`config.mk`:
```
export PLATFORM = sky130hd
export DESIGN_NAME = mandel_scheduler_flat
export DESIGN_NICKNAME = d
export VERILOG_FILES = /design/src/rtl/mandel_scheduler_if.sv /design/src/rtl/mandel_scheduler.sv /design/src/flat_wrapper.sv
export SDC_FILE = /design/constraint.sdc
export NUM_CORES = 1
export LEC_CHECK = 0
export ABC_AREA = 1
export CAP_MARGIN = 10
export CORE_ASPECT_RATIO = 1.75
export CORE_MARGIN = 3
export CORE_UTILIZATION = 50
export CTS_CLUSTER_DIAMETER = 120
export DETAILED_ROUTE_END_ITERATION = 10
export DONT_BUFFER_PORTS = 1
export PLACE_DENSITY = 0.72
export SLEW_MARGIN = 25
export SYNTH_ARGS = -nofsm -noshare
export SYNTH_HDL_FRONTEND = slang
export SYNTH_SLANG_ARGS = --single-unit
```
`constraint.sdc`:
```
create_clock -name CLK -period 1.69 [get_ports CLK]
set_input_delay 0.4225 -clock CLK [delete_from_list [all_inputs] [get_ports CLK]]
set_output_delay 0.4225 -clock CLK [all_outputs]
set_load 0.02 [all_outputs]
```
`src/rtl/mandel_scheduler_if.sv`:
```
`timescale 1ns/1ps
`default_nettype none
// ============================================================================
// Module      : mandel_scheduler_if
// Description : Bundle of the scheduler's control, engine-dispatch, engine-
//               result and BRAM-write signals.
//               slave  - the scheduler itself (drives status, dispatch, write)
//               master - the environment (drives start and engine results)
// Ports       : start, busy, frame_done          frame control
//               job_x, job_y, eng_start          job dispatch to the engines
//               eng_done, eng_iter               engine results
//               wr_en, wr_addr, wr_data          BRAM port A write
// Revision    : 1.0 - initial release
// ============================================================================
interface mandel_scheduler_if #(
    parameter int NUM_ENG    = 4,
    parameter int ADDR_WIDTH = 19,
    parameter int ITER_WIDTH = 5
);
    logic                          start;
    logic                          busy;
    logic                          frame_done;
    logic [15:0]                   job_x;
    logic [15:0]                   job_y;
    logic [NUM_ENG-1:0]            eng_start;
    logic [NUM_ENG-1:0]            eng_done;
    logic [NUM_ENG*ITER_WIDTH-1:0] eng_iter;
    logic                          wr_en;
    logic [ADDR_WIDTH-1:0]         wr_addr;
    logic [ITER_WIDTH-1:0]         wr_data;

    modport slave (
        input  start, eng_done, eng_iter,
        output busy, frame_done, job_x, job_y, eng_start, wr_en, wr_addr, wr_data
    );

    modport master (
        output start, eng_done, eng_iter,
        input  busy, frame_done, job_x, job_y, eng_start, wr_en, wr_addr, wr_data
    );
endinterface
`default_nettype wire

```
`src/rtl/mandel_scheduler.sv`:
```
`timescale 1ns/1ps
`default_nettype none
// ============================================================================
// Module      : mandel_scheduler
// Description : Frame-render scheduler. Walks the H_RES x V_RES frame in
//               raster order, hands each pixel to the lowest-index free
//               iteration engine, collects out-of-order results through a
//               round-robin arbiter and writes them to BRAM port A.
// Ports       : CLK    - system clock
//               RESET  - asynchronous active-low reset (engines share it)
//               bus    - mandel_scheduler_if.slave (control, dispatch,
//                        engine results, BRAM write)
// Revision    : 1.0 - initial release
// ============================================================================
module mandel_scheduler #(
    parameter int H_RES      = 800,
    parameter int V_RES      = 600,
    parameter int NUM_ENG    = 4,
    parameter int ADDR_WIDTH = 19,
    parameter int ITER_WIDTH = 5
) (
    input  wire logic          CLK,
    input  wire logic          RESET,
    mandel_scheduler_if.slave  bus
);
    localparam int                    c_TOTAL    = H_RES * V_RES;
    localparam int                    c_PTR_W    = (NUM_ENG > 1) ? $clog2(NUM_ENG) : 1;
    localparam logic [ADDR_WIDTH-1:0] c_LAST_PIX = ADDR_WIDTH'(c_TOTAL - 1);
    localparam logic [15:0]           c_LAST_X   = 16'(H_RES - 1);

    typedef enum logic [1:0] {
        S_IDLE     = 2'd0,
        S_DISPATCH = 2'd1,
        S_DRAIN    = 2'd2,
        S_DONE     = 2'd3
    } state_t;

    state_t r_state;
    state_t w_state_nxt;

    // Registered outputs
    logic                  r_busy;
    logic                  r_frame_done;
    logic [15:0]           r_job_x;
    logic [15:0]           r_job_y;
    logic [NUM_ENG-1:0]    r_eng_start;
    logic                  r_wr_en;
    logic [ADDR_WIDTH-1:0] r_wr_addr;
    logic [ITER_WIDTH-1:0] r_wr_data;

    // Engine table and result buffers
    logic [NUM_ENG-1:0]    r_eng_busy;
    logic [NUM_ENG-1:0]    r_pend;
    logic [ADDR_WIDTH-1:0] r_tag [NUM_ENG];
    logic [ITER_WIDTH-1:0] r_res [NUM_ENG];
    logic [c_PTR_W-1:0]    r_rr_ptr;

    // Raster walk
    logic [ADDR_WIDTH-1:0] r_pix;
    logic [15:0]           r_x;
    logic [15:0]           r_y;
    logic                  r_restart;

    // Combinational
    logic [NUM_ENG-1:0]    w_disp_oh;
    logic                  w_any_free;
    logic                  w_do_dispatch;
    logic [NUM_ENG-1:0]    w_done_ok;
    logic [NUM_ENG-1:0]    w_done_acc;
    logic                  w_grant_vld;
    logic [c_PTR_W-1:0]    w_grant_idx;
    logic [NUM_ENG-1:0]    w_grant_oh;
    logic [c_PTR_W-1:0]    w_rr_nxt;
    logic                  w_hi_found;
    logic [c_PTR_W-1:0]    w_hi_idx;
    logic                  w_lo_found;
    logic [c_PTR_W-1:0]    w_lo_idx;
    logic                  w_all_idle;
    logic                  w_clr_cnt;
    logic                  w_set_restart;
    logic                  w_clr_restart;

    // ------------------------------------------------------------------------
    // Dispatch target: lowest-index engine free at the start of the cycle.
    // Scanning downward lets the lowest free index overwrite the others.
    // ------------------------------------------------------------------------
    always_comb begin
        w_disp_oh  = '0;
        w_any_free = 1'b0;
        for (int i = NUM_ENG - 1; i >= 0; i--) begin
            if (!r_eng_busy[i]) begin
                w_disp_oh    = '0;
                w_disp_oh[i] = 1'b1;
                w_any_free   = 1'b1;
            end
        end
    end

    // A start in DISPATCH turns into a restart request, so no job goes out in
    // that cycle; the frame drains and begins again from pixel 0.
    assign w_do_dispatch = (r_state == S_DISPATCH) && !bus.start && w_any_free;

    // Only a busy engine with no result waiting may report a result.
    assign w_done_ok  = r_eng_busy & ~r_pend;
    assign w_done_acc = bus.eng_done & w_done_ok;

    // ------------------------------------------------------------------------
    // Round-robin arbiter over pend: the first pending engine at or above the
    // pointer wins; otherwise the search wraps to the lowest pending engine.
    // ------------------------------------------------------------------------
    always_comb begin
        w_hi_found = 1'b0;
        w_hi_idx   = '0;
        w_lo_found = 1'b0;
        w_lo_idx   = '0;
        for (int i = NUM_ENG - 1; i >= 0; i--) begin
            if (r_pend[i]) begin
                w_lo_found = 1'b1;
                w_lo_idx   = c_PTR_W'(i);
                if (i >= int'(r_rr_ptr)) begin
                    w_hi_found = 1'b1;
                    w_hi_idx   = c_PTR_W'(i);
                end
            end
        end
        w_grant_vld = w_lo_found;
        w_grant_idx = w_hi_found ? w_hi_idx : w_lo_idx;
        w_grant_oh  = '0;
        for (int i = 0; i < NUM_ENG; i++) begin
            w_grant_oh[i] = w_grant_vld && (w_grant_idx == c_PTR_W'(i));
        end
        w_rr_nxt = (int'(w_grant_idx) == NUM_ENG - 1) ? '0 : w_grant_idx + c_PTR_W'(1);
    end

    assign w_all_idle = (r_eng_busy == '0) && (r_pend == '0);

    // ------------------------------------------------------------------------
    // FSM: state register
    // ------------------------------------------------------------------------
    always_ff @(posedge CLK or negedge RESET) begin
        if (!RESET) begin
            r_state <= S_IDLE;
        end else begin
            r_state <= w_state_nxt;
        end
    end

    // ------------------------------------------------------------------------
    // FSM: next state and control strobes
    // ------------------------------------------------------------------------
    always_comb begin
        w_state_nxt   = r_state;
        w_clr_cnt     = 1'b0;
        w_set_restart = 1'b0;
        w_clr_restart = 1'b0;
        case (r_state)
            S_IDLE: begin
                if (bus.start) begin
                    w_state_nxt = S_DISPATCH;
                    w_clr_cnt   = 1'b1;
                end
            end
            S_DISPATCH: begin
                if (bus.start) begin
                    w_set_restart = 1'b1;
                    w_state_nxt   = S_DRAIN;
                end else if (w_do_dispatch && (r_pix == c_LAST_PIX)) begin
                    w_state_nxt = S_DRAIN;
                end
            end
            S_DRAIN: begin
                if (bus.start) begin
                    w_set_restart = 1'b1;
                end
                if (w_all_idle) begin
                    // A start arriving in the very cycle the drain completes
                    // still counts as a restart.
                    if (r_restart || bus.start) begin
                        w_clr_restart = 1'b1;
                        w_clr_cnt     = 1'b1;
                        w_state_nxt   = S_DISPATCH;
                    end else begin
                        w_state_nxt = S_DONE;
                    end
                end
            end
            S_DONE: begin
                w_state_nxt = S_IDLE;
            end
            default: begin
                w_state_nxt = S_IDLE;
            end
        endcase
    end

    // ------------------------------------------------------------------------
    // Datapath, engine table, arbiter grant and registered outputs
    // ------------------------------------------------------------------------
    always_ff @(posedge CLK or negedge RESET) begin
        if (!RESET) begin
            r_busy       <= 1'b0;
            r_frame_done <= 1'b0;
            r_job_x      <= '0;
            r_job_y      <= '0;
            r_eng_start  <= '0;
            r_wr_en      <= 1'b0;
            r_wr_addr    <= '0;
            r_wr_data    <= '0;
            r_eng_busy   <= '0;
            r_pend       <= '0;
            r_rr_ptr     <= '0;
            r_pix        <= '0;
            r_x          <= '0;
            r_y          <= '0;
            r_restart    <= 1'b0;
            for (int i = 0; i < NUM_ENG; i++) begin
                r_tag[i] <= '0;
                r_res[i] <= '0;
            end
        end else begin
            // Status follows the state being entered so it lines up with it.
            r_busy       <= (w_state_nxt == S_DISPATCH) || (w_state_nxt == S_DRAIN);
            r_frame_done <= (w_state_nxt == S_DONE);

            r_eng_start <= w_do_dispatch ? w_disp_oh : '0;
            if (w_do_dispatch) begin
                r_job_x <= r_x;
                r_job_y <= r_y;
            end

            for (int i = 0; i < NUM_ENG; i++) begin
                if (w_do_dispatch && w_disp_oh[i]) begin
                    r_tag[i] <= r_pix;
                end
                if (w_done_acc[i]) begin
                    r_res[i] <= bus.eng_iter[i*ITER_WIDTH +: ITER_WIDTH];
                end
            end

            // A granted engine is released on the same edge its write is
            // registered, so it can take a new job from the next cycle.
            r_eng_busy <= (r_eng_busy & ~w_grant_oh) | (w_do_dispatch ? w_disp_oh : '0);
            r_pend     <= (r_pend & ~w_grant_oh) | w_done_acc;

            r_wr_en <= w_grant_vld;
            if (w_grant_vld) begin
                r_wr_addr <= r_tag[w_grant_idx];
                r_wr_data <= r_res[w_grant_idx];
                r_rr_ptr  <= w_rr_nxt;
            end

            if (w_clr_cnt) begin
                r_pix <= '0;
                r_x   <= '0;
                r_y   <= '0;
            end else if (w_do_dispatch) begin
                r_pix <= r_pix + ADDR_WIDTH'(1);
                if (r_x == c_LAST_X) begin
                    r_x <= '0;
                    r_y <= r_y + 16'd1;
                end else begin
                    r_x <= r_x + 16'd1;
                end
            end

            if (w_clr_restart) begin
                r_restart <= 1'b0;
            end else if (w_set_restart) begin
                r_restart <= 1'b1;
            end
        end
    end

    // Results from a free engine or one whose result is still waiting are
    // dropped by w_done_acc; flag them in simulation.
    always @(posedge CLK) begin
        if (RESET) begin
            assert ((bus.eng_done & ~w_done_ok) == '0)
                else $error("mandel_scheduler: eng_done from a free or already-pending engine");
        end
    end

    assign bus.busy       = r_busy;
    assign bus.frame_done = r_frame_done;
    assign bus.job_x      = r_job_x;
    assign bus.job_y      = r_job_y;
    assign bus.eng_start  = r_eng_start;
    assign bus.wr_en      = r_wr_en;
    assign bus.wr_addr    = r_wr_addr;
    assign bus.wr_data    = r_wr_data;

endmodule
`default_nettype wire

```
`src/flat_wrapper.sv`:
```
// flat-port wrapper written by rule: the top's interface ports become plain ports
module mandel_scheduler_flat 
#(
    parameter int H_RES      = 800,
    parameter int V_RES      = 600,
    parameter int NUM_ENG    = 4,
    parameter int ADDR_WIDTH = 19,
    parameter int ITER_WIDTH = 5
)
  (CLK, RESET, bus_start, bus_eng_done, bus_eng_iter, bus_busy, bus_frame_done, bus_job_x, bus_job_y, bus_eng_start, bus_wr_en, bus_wr_addr, bus_wr_data);
  mandel_scheduler_if #(.NUM_ENG(NUM_ENG), .ADDR_WIDTH(ADDR_WIDTH), .ITER_WIDTH(ITER_WIDTH)) bus_i ();
  input  wire logic CLK;
  input  wire logic RESET;
  input wire logic [$bits(bus_i.start)-1:0] bus_start;
  input wire logic [$bits(bus_i.eng_done)-1:0] bus_eng_done;
  input wire logic [$bits(bus_i.eng_iter)-1:0] bus_eng_iter;
  output wire logic [$bits(bus_i.busy)-1:0] bus_busy;
  output wire logic [$bits(bus_i.frame_done)-1:0] bus_frame_done;
  output wire logic [$bits(bus_i.job_x)-1:0] bus_job_x;
  output wire logic [$bits(bus_i.job_y)-1:0] bus_job_y;
  output wire logic [$bits(bus_i.eng_start)-1:0] bus_eng_start;
  output wire logic [$bits(bus_i.wr_en)-1:0] bus_wr_en;
  output wire logic [$bits(bus_i.wr_addr)-1:0] bus_wr_addr;
  output wire logic [$bits(bus_i.wr_data)-1:0] bus_wr_data;
  assign bus_i.start = bus_start;
  assign bus_i.eng_done = bus_eng_done;
  assign bus_i.eng_iter = bus_eng_iter;
  assign bus_busy = bus_i.busy;
  assign bus_frame_done = bus_i.frame_done;
  assign bus_job_x = bus_i.job_x;
  assign bus_job_y = bus_i.job_y;
  assign bus_eng_start = bus_i.eng_start;
  assign bus_wr_en = bus_i.wr_en;
  assign bus_wr_addr = bus_i.wr_addr;
  assign bus_wr_data = bus_i.wr_data;
  mandel_scheduler #(.H_RES(H_RES), .V_RES(V_RES), .NUM_ENG(NUM_ENG), .ADDR_WIDTH(ADDR_WIDTH), .ITER_WIDTH(ITER_WIDTH)) u_core (.CLK(CLK), .RESET(RESET), .bus(bus_i));
endmodule
```
== Yosys cells after proc, flatten, opt, wreduce, memory -nomap -nowiden ==
Cells that the tools add are included.

* Add/sub/neg operators: 4
* Magnitude comparators: 4
* Equality and inequality tests: 12
* Multiplexer cells: 59
* Bitwise operators: 9
* Reductions and logical operators: 24

{| class="wikitable"
|+ Operators with widths
! cell !! number
|-
| $mux W16 || 6
|-
| $mux W19 || 4
|-
| $bmux W19 S2 || 1
|-
| $mux W2 || 17
|-
| $add A16 B1 Y16 const B || 2
|-
| $mux W1 || 21
|-
| $mux W4 || 5
|-
| $add A19 B1 Y19 const B || 1
|-
| $eq A19 B19 Y1 const B || 1
|-
| $and A4 B4 Y4 || 4
|-
| $eq A16 B10 Y1 const B || 1
|-
| $eq A2 B2 Y1 const B || 6
|-
| $logic_and A1 B1 Y1 || 12
|-
| $bmux W5 S2 || 1
|-
| $mux W5 || 2
|-
| $eq A2 B1 Y1 const B || 4
|-
| $logic_not A4 Y1 || 2
|-
| $not A4 Y4 || 2
|-
| $or A4 B4 Y4 || 2
|-
| $pmux W2 S4 || 1
|-
| $reduce_bool A2 Y1 || 3
|-
| $ge A1 B2 Y1 const A || 2
|-
| $logic_not A2 Y1 || 2
|-
| $ge A3 B3 Y1 const B || 1
|-
| 8 further kinds || 9
|}

* Flip-flop bits (word level): 223
* Bits of input ports: 27
* Output and inout bits: 63
* Logic and storage cells: 136

== Longest topological paths before layout ==
Gate-level depths: netlist of the first run.

* Depth after elaboration: 13
* Gate-level depth with buffers: 13
* Mapped depth without buffers: 13

== Worst setup path before layout of the first run ==
OpenSTA, ideal clock, no wires.

* Path kind: reg-to-reg
* Start: reg u_core.r_state[1]
* End: reg u_core.r_busy, in the netlist u_core.bus.busy
* Setup time: 126 ps
* Data arrival time: 1,696 ps
* Data required time: 1,564 ps
* Setup slack: -131 ps
* Stages on the path, launching flop included: 13
* Path buffers: 0
* Clock period less this slack: 1,821 ps
* Cells stage by stage: dfrtp_1 -> inv_1 -> ha_1 -> nand2_2 -> inv_2 -> nand2_2 -> nor2_2 -> nand3_1 -> nor2_1 -> o21ai_0 -> nand2_1 -> nand2_1 -> ha_1

* Word-level cells in the longest chain between the ends: 9
* Elaborated cells on any way between the ends: 15
* Those cells by class: eq/ne: 5; mux: 5; reduce/logical: 5

{| class="wikitable"
|+ RTL lines
! what !! RTL line !! RTL
|-
| from (decl) || mandel_scheduler.sv:38 || <nowiki>state_t r_state;</nowiki>
|-
| from (signal assigned) || mandel_scheduler.sv:144 || <nowiki>r_state <= w_state_nxt;</nowiki>
|-
| $eq A2 B1 Y1 || mandel_scheduler.sv:101, mandel_scheduler.sv:156 ||
|-
| $logic_and A1 B1 Y1 (2 in series) || mandel_scheduler.sv:101 || <nowiki>assign w_do_dispatch = (r_state == S_DISPATCH) && !bus.start && w_any_free;</nowiki>
|-
| $logic_and A1 B1 Y1 || mandel_scheduler.sv:167 || <nowiki>end else if (w_do_dispatch && (r_pix == c_LAST_PIX)) begin</nowiki>
|-
| $mux W2 || mandel_scheduler.sv:167 ||
|-
| $mux W2 || mandel_scheduler.sv:164 || <nowiki>if (bus.start) begin</nowiki>
|-
| $pmux W2 S4 (*) || mandel_scheduler.sv:156 || <nowiki>case (r_state)</nowiki>
|-
| named net u_core.w_state_nxt[0] || mandel_scheduler.sv:39 || <nowiki>state_t w_state_nxt;</nowiki>
|-
| $eq A2 B1 Y1 or $eq A2 B2 Y1 (tied branches) || mandel_scheduler.sv:222 || <nowiki>r_busy <= (w_state_nxt == S_DISPATCH) || (w_state_nxt == S_DRAIN);</nowiki>
|-
| $logic_or A1 B1 Y1 (*) || mandel_scheduler.sv:222 ||
|-
| to (signal assigned) || mandel_scheduler.sv:222 ||
|-
| to (decl) || mandel_scheduler.sv:42 || <nowiki>logic r_busy;</nowiki>
|}

Mark *: on every way through the listed nets, which the timed path passes. The rest lies on a longest branch.
A chain may end at the register's enable or synchronous reset.

== Final worst setup path of the first run ==
* Start: reg u_core.r_rr_ptr[1]
* End: reg u_core.r_wr_addr[17], in the netlist u_core.bus.wr_addr[17]

* Word-level cells in the longest chain between the ends: 12
* Elaborated cells on any way between the ends: 20
* Those cells by class: order compare: 3; mux: 16; bitwise: 1

{| class="wikitable"
|+ RTL lines
! what !! RTL line !! RTL
|-
| from (decl) || mandel_scheduler.sv:56 || <nowiki>logic [c_PTR_W-1:0] r_rr_ptr;</nowiki>
|-
| from (signal assigned) || mandel_scheduler.sv:249 || <nowiki>r_rr_ptr <= w_rr_nxt;</nowiki>
|-
| $ge A2 B2 Y1 || mandel_scheduler.sv:120 || <nowiki>if (i >= int'(r_rr_ptr)) begin</nowiki>
|-
| $mux W2 or $mux W1 (tied branches) || mandel_scheduler.sv:120 ||
|-
| $mux W2 or $mux W1 (tied branches) || mandel_scheduler.sv:117 || <nowiki>if (r_pend[i]) begin</nowiki>
|-
| $mux W2 or $mux W1 (tied branches) || mandel_scheduler.sv:120 ||
|-
| $mux W2 or $mux W1 (tied branches) || mandel_scheduler.sv:117 ||
|-
| $mux W2 or $mux W1 (tied branches) || mandel_scheduler.sv:120 ||
|-
| $mux W2 or $mux W1 (tied branches) || mandel_scheduler.sv:117 ||
|-
| $mux W2 (*) || mandel_scheduler.sv:127 || <nowiki>w_grant_idx = w_hi_found ? w_hi_idx : w_lo_idx;</nowiki>
|-
| $not A2 Y3 (implied by the code) (*) || mandel_scheduler.sv:247 || <nowiki>r_wr_addr <= r_tag[w_grant_idx];</nowiki>
|-
| $bmux W19 S2 (*) || mandel_scheduler.sv:247 ||
|-
| $mux W19 (implied by the code) (*) (2 in series) || mandel_scheduler.sv:247 ||
|-
| to (signal assigned) || mandel_scheduler.sv:247 ||
|-
| to (decl) || mandel_scheduler.sv:48 || <nowiki>logic [ADDR_WIDTH-1:0] r_wr_addr;</nowiki>
|}

Mark *: on every way between the ends. The rest lies on a longest branch, timed or not. The select of a mux whose other input is x is not followed.

==> metrics, run 1 <==
Final GP Congestion 0.905; CP Data Required Time 2.09 ns; first-pass GRT wire length 44.5 mm; Tightest Pin Transition 0.499 ns; Overall Power 26000 uW; Fin. Hold Viols 223; clock latency on the worst-skew pair 0.51 ns; Syn Nets 1360; std cell rows 69; Worst Setup SP u_core.r_rr_ptr[1]; internal power 15100 uW; TritonCTS clock tree yes; max-cap check violation count 0; fraction of registers with async set/reset 1.00; mapped cell area 0.0106 mm2; Die Wd 116 um; DP HPWL 18.7 mm; Syn Inst Count 1322; Psw 11000 uW; Avg WL per Cell 18.2 um; PwrDens 1900 mW/mm2; Pre-antenna DRT Iters 5; crit path launch type flop; Place WS -0.150 ns; antenna violations before repair 0; Clock Pin Slew Worst Setup and Hold Paths 0.06 ns; Leak 0.00667 uW; area grow syn2layout 30.0%; Sink Count 223; Final TNS setup -5.79 ns; max-slew violation count 0; GRT Max-Usage Layer met2; clk buf depth 3; most frequent cells after synthesis nand2_1 (363), dfrtp_1 (223), inv_1 (164), nand3_1 (136), o21ai_0 (135); RSZ-0062 raised after global routing yes; Worst Path Arrival 2.27 ns; fmax 534 MHz; clock share of power 0.194; Yosys cell types 36; CTS root buffer clkbuf_16; YS warnings 0; register area share after synthesis 0.528; VDD IR-drop max 0.00102 V; final setup fails 74; relative slew slack 0.666; failing checks negative hold slack, negative setup slack; Worst Skew 0.0102 ns; combinational fraction of design power 0.502; post-route clock period utilization 1.11; Synth area leaders dfrtp_1 (53%), nand2_1 (13%), nand3_1 (6.4%); H-tree levels 1; final antenna-violating net count 0; drc violations 0; pin count of the biggest net entering global routing 224; layout cells sized above 1 0.250; Switching Share 0.421; Seq pwr share 0.304; most frequent cell after synthesis nand2_1; Net count, final 1479; IO Pins 90; Starting Density 0.514; synthesized area per cell 7.99 um2; met3 Use GR 0.0327; CTS buffer count 22; CP endpoint kind flop; outcome complete, but fails checks; Crit Path Max Fanout 6; critical path class reg2reg; total gr overflow 0; Ant. Diodes 0; Yosys top cell area share 0.528; ys flop type dfrtp_1; die height 198 um; r2r startpoint u_core.r_rr_ptr[1]; Post-synth EDFFs 0; Yosys reg bits 223; met1 Usage GRT 0.268; clock period minus worst slack 1.87 ns; DRT iter0 DRCs 704; min-delay worst type in2async; GR Util met2 0.448; gr usage total 0.239; Hold Slack -0.396 ns; PnR worst setup slack -0.181 ns; DR vias 9487; port bufs 0; vias in the first global route 9084; core footprint 0.0205 mm2; drt total wl 31.0 mm; DR vias/cell 5.57; Synth area leader dfrtp_1; die area 0.0230 mm2
layout make-up:
type / instances / area (um2)
inverter: 171 / 663
clock inverter: 8 / 97.6
timing repair inverter: 1 / 6.26
fill: 1589 / 6810
tap: 248 / 310
timing repair buffer: 161 / 1640
multi-input combinational: 861 / 4780
clock buffer: 31 / 646
sequential: 223 / 5580
power by group through the flow:
stage	logic [uW]	clock network [uW]	registers [uW]
floorplan	5910	0	7790
global placement	8810	0	7930
detailed placement	9040	0	7960
CTS	9440	5150	7890
global route	14200	5370	8030
finish	13100	5050	7910
repair_timing:
item / CTS / global route
resized for setup: 33 / 196
endpoints found under the setup margin: 68 / 121
buffers inserted: 3 / 23
pin swaps: 7 / 60
gates cloned: 0 / 17
endpoints found under the hold margin: 223 / 223
flip-flops by register name, indices dropped and copies added, names as in the netlist, 5 cells and up:
register            flops
u_core.r_tag           76
u_core.r_res           20
u_core.bus.wr_addr     19
u_core.r_pix           19
u_core.bus.job_x       16
u_core.bus.job_y       16
u_core.r_x             16
u_core.r_y             16
u_core.bus.wr_data      5
placed cells by master, fill, tap and decap left out, types with 16 or more instances in the layout:
cell / netlist / final
nand4_1: 21 / 21
nand3_1: 136 / 83
xor2_1: 16 / 16
o21ai_1: 13 / 29
nor2_1: 70 / 59
inv_1: 164 / 156
nand2_1: 363 / 325
nor3_1: 22 / 18
nand3_2: 0 / 48
clkbuf_16: 0 / 33
nand2_2: 5 / 33
o21ai_0: 135 / 107
a21oi_1: 35 / 33
buf_4: 2 / 121
dfrtp_1: 223 / 221
through the flow:
step	cell area, um2	utilization	cells
after floorplan	10600	-	1322
after global placement	11700	0.569	1624
after detailed placement	11700	0.569	1624
after CTS	12600	0.612	1666
after global routing	13700	0.668	1704
final	13700	0.668	1704
worst paths after layout:
path | endpoint | slack, ns | cells past startpoint
worst max register to register | u_core.bus.wr_addr[17] | -0.18 | 13
worst min register to register | u_core.r_tag[21] | 0.49 | 2
max in group asynchronous | u_core.bus.job_y[6] | 1.69 | 0
worst min-delay path | u_core.bus.wr_addr[16] | -0.40 | 0
min in group CLK | u_core.r_res[5] | 0.07 | 2
worst max-delay path | u_core.bus.wr_addr[17] | -0.18 | 13
worst max-delay path: stages (launching register included):
cell     delay [ns]
dfrtp_1        0.44
nand2_1        0.13
nand2_1        0.08
nand2_2        0.10
buf_4          0.12
a31oi_4        0.03
nor2_4         0.18
inv_4          0.09
buf_4          0.15
buf_4          0.15
nand3_1        0.08
nand2_1        0.06
nand2_1        0.07
nand2_1        0.06
metal layers:
layer,wire [um],vias to the layer above
met3,1750,105
li1,-,4468
met1,10900,4559
met5,0,-
met4,1590,0
met2,16800,355
logic make-up after synthesis:
| kind of cell | share of synthesized area |
|---|---|
| fa+ha+maj | 0.0130 |
| flops | 0.528 |
| compound gates | 0.0961 |
| simple gates | 0.260 |
| xor+xnor | 0.0133 |
| buf+inv | 0.0890 |
No activity file was read; power rests on OpenSTA's default activity.
==> run 2: changes to the inputs <==
--- a/config.mk
+++ b/config.mk
@@ -11,6 +11,7 @@
 export CORE_MARGIN = 3
 export CORE_UTILIZATION = 50
 export CTS_CLUSTER_DIAMETER = 120
+export CTS_CLUSTER_SIZE = 24
 export DETAILED_ROUTE_END_ITERATION = 10
 export DONT_BUFFER_PORTS = 1
 export PLACE_DENSITY = 0.72
==> run 2 against run 1 <==
Net effect:
- largest cell class unchanged
- sequential share of layout area rose by 0.41 points
- the flow still finishes with violations (negative hold slack, negative setup slack)
- die area stayed put
- worst setup slack better by 0.051 ns
- clock skew rose by 0.0073 ns
- sequential power about the same
- power down 7.8%
- register-to-register slack improved by 0.05 ns
- clock power shrank 37%
==> metrics, run 2 (same netlist as run 1, synthesis figures left out) <==
gr usage total 0.242 (was 0.239); CP Cell Sequence inv_2 -> nor3_1 -> buf_4 -> inv_1 -> nand2_2 -> nor2_4 -> clkinv_4 -> buf_4 -> buf_12 -> nand3_1 -> nand2_1 -> nand2_1 -> nand2_1 (was nand2_1 -> nand2_1 -> nand2_2 -> buf_4 -> a31oi_4 -> nor2_4 -> inv_4 -> buf_4 -> buf_4 -> nand3_1 -> nand2_1 -> nand2_1 -> nand2_1); clock period minus worst slack 1.82 ns (was 1.87 ns); most frequent cells in the layout nand2_1 (311), dfrtp_1 (221), inv_1 (156), buf_4 (113), nand3_1 (102) (was nand2_1 (325), dfrtp_1 (221), inv_1 (156), buf_4 (121), o21ai_0 (107)); clock latency on the worst-skew pair 0.48 ns (was 0.51 ns); RSZ-0062 raised after global routing yes (unchanged); Worst Skew 0.0175 ns (was 0.0102 ns); Hold Slack -0.375 ns (was -0.396 ns); Seq pwr share 0.328 (was 0.304); Clock Pin Slew Worst Setup and Hold Paths 0.10 ns (was 0.06 ns); slowest CP cell dfrtp_1 (unchanged); crit-path most repeated cell nand2_1 (unchanged); Leak 0.00658 uW (was 0.00667 uW); antenna violations before repair 0 (unchanged); largest registers u_core.r_tag (76), u_core.r_res (20) (unchanged); Psw 10500 uW (was 11000 uW); layout cells sized above 1 0.254 (was 0.250); failing checks negative hold slack, negative setup slack (unchanged); Die Wd 116 um (unchanged); area grow syn2layout 28.7% (was 30.0%); DR vias/cell 5.65 (was 5.57); Avg WL per Cell 18.3 um (was 18.2 um); CP endpoint kind flop (unchanged); VDD IR-drop max 0.00102 V (about the same); combinational fraction of design power 0.539 (was 0.502); Final GP Congestion 0.905 (unchanged); Starting Density 0.514 (unchanged); slowest stage delay, CP 0.39 ns (was 0.44 ns); Tightest Pin Transition 0.702 ns (was 0.499 ns); H-tree levels 1 (unchanged); max reg flops 76 (unchanged); std cell rows 69 (unchanged); clock share of power 0.132 (was 0.194); pin count of the biggest net entering global routing 224 (unchanged); most common cell after layout, fill and taps aside nand2_1 (unchanged); drt total wl 30.8 mm (was 31.0 mm); crit path launch type flop (unchanged); PwrDens 1770 mW/mm2 (was 1900 mW/mm2); Worst Path Arrival 2.19 ns (was 2.27 ns); TritonCTS clock tree yes (unchanged); DR vias 9530 (was 9487); Crit Path Max Fanout 14 (was 6); Filler cells 1599 (was 1589); Fin. Hold Viols 223 (unchanged); CP delay by family, top buffers and inverters (was simple AND/OR/NAND/NOR gates); first-pass GRT wire length 44.8 mm (was 44.5 mm); DP HPWL 18.7 mm (unchanged); PnR worst setup slack -0.130 ns (was -0.181 ns); internal power 13600 uW (was 15100 uW); Ant. Diodes 0 (unchanged); Pre-antenna DRT Iters 6 (was 5); IO Pins 90 (unchanged); Sink Count 223 (unchanged); outcome complete, but fails checks (unchanged); Final TNS setup -4.15 ns (was -5.79 ns); Top reg by flops u_core.r_tag (unchanged); post-route clock period utilization 1.08 (was 1.11); max-slew violation count 0 (unchanged); min-delay worst type in2async (unchanged); clk buf depth 3 (unchanged); core footprint 0.0205 mm2 (unchanged); fmax 549 MHz (was 534 MHz); critical path class reg2reg (unchanged); CTS root buffer clkbuf_16 (unchanged); drc violations 0 (unchanged); total gr overflow 0 (unchanged); die height 198 um (unchanged); die area 0.0230 mm2 (unchanged); vias in the first global route 9072 (was 9084); Net count, final 1477 (was 1479); relative slew slack 0.532 (was 0.666); max-cap check violation count 0 (unchanged); DRT iter0 DRCs 591 (was 704); CTS buffer count 13 (was 22); Buf/Inv on CP 6 (was 4); Switching Share 0.436 (was 0.421); port bufs 0 (unchanged); final setup fails 68 (was 74); CP Data Required Time 2.06 ns (was 2.09 ns); final antenna-violating net count 0 (unchanged)
## run 2: cell count changes in the layout (fill, tap and decap cells not counted), sizes merged
cell	previous run	this run
buf	151	159
bufinv	2	0
clkbuf	41	21
clkinv	4	1
clkinvlp	4	1
inv	170	171
nand2	370	371
## run 2: final timing paths
check                                  from                endpoint  slack (ns)  cells past startpoint
hold reg to reg            u_core.r_tag[21]        u_core.r_tag[21]        0.49                      2
min in group CLK           bus_eng_iter[16]         u_core.r_res[1]        0.10                      2
setup reg to reg           u_core.r_pend[0]  u_core.bus.wr_addr[18]       -0.13                     13
setup / recovery           u_core.r_pend[0]  u_core.bus.wr_addr[18]       -0.13                     13
hold / removal                        RESET  u_core.bus.wr_addr[16]       -0.37                      0
max in group asynchronous             RESET          u_core.r_y[11]        1.45                      0
## run 2: metrics by stage
| step | utilization | setup WS [ns] | area, um2 | power, uW | instances |
|---|---|---|---|---|---|
| CTS | 0.604 | -0.0701 | 12400 | 21700 | 1648 |
| detailed placement | 0.569 | -0.150 | 11700 | 17000 | 1624 |
| finish | 0.662 | -0.130 | 13600 | 24000 | 1686 |
| global route | 0.662 | -0.203 | 13600 | 25500 | 1686 |
| floorplan | - | -0.0266 | 10600 | 13700 | 1322 |
| global placement | 0.569 | -0.0834 | 11700 | 16700 | 1624 |
## run 2: final cells by class
class	count	area, um2	area share
clock inverter	1	20.0	0.00147
timing repair inverter	1	11.3	0.000828
tap	248	310	0.0228
multi-input combinational	862	4880	0.359
sequential	223	5580	0.411
timing repair buffer	167	1790	0.132
inverter	171	671	0.0493
clock buffer	13	325	0.0239
## run 2: repair_timing
item | CTS | global route
pin swaps | 19 | 32
cloned | 4 | 13
setup buffers | 7 | 26
setup endpoints to repair | 70 | 127
hold endpoints to repair | 223 | 223
gates resized for setup | 66 | 230
## run 2: metal layers
layer / part of all wire / track usage
met2: 0.54 / 0.444
met1: 0.36 / 0.280
met3: 0.045 / 0.0254
met4: 0.053 / 0.106
met5: 0 / 0
## run 2: power groups by stage
stage	combinational [uW]	clock [uW]	sequential, uW
4_1_cts	10500	3260	7870
6_report	13000	3180	7890
3_3_place_gp	8810	0	7930
3_5_place_dp	9040	0	7960
2_1_floorplan	5910	0	7790
5_1_grt	14000	3450	8020
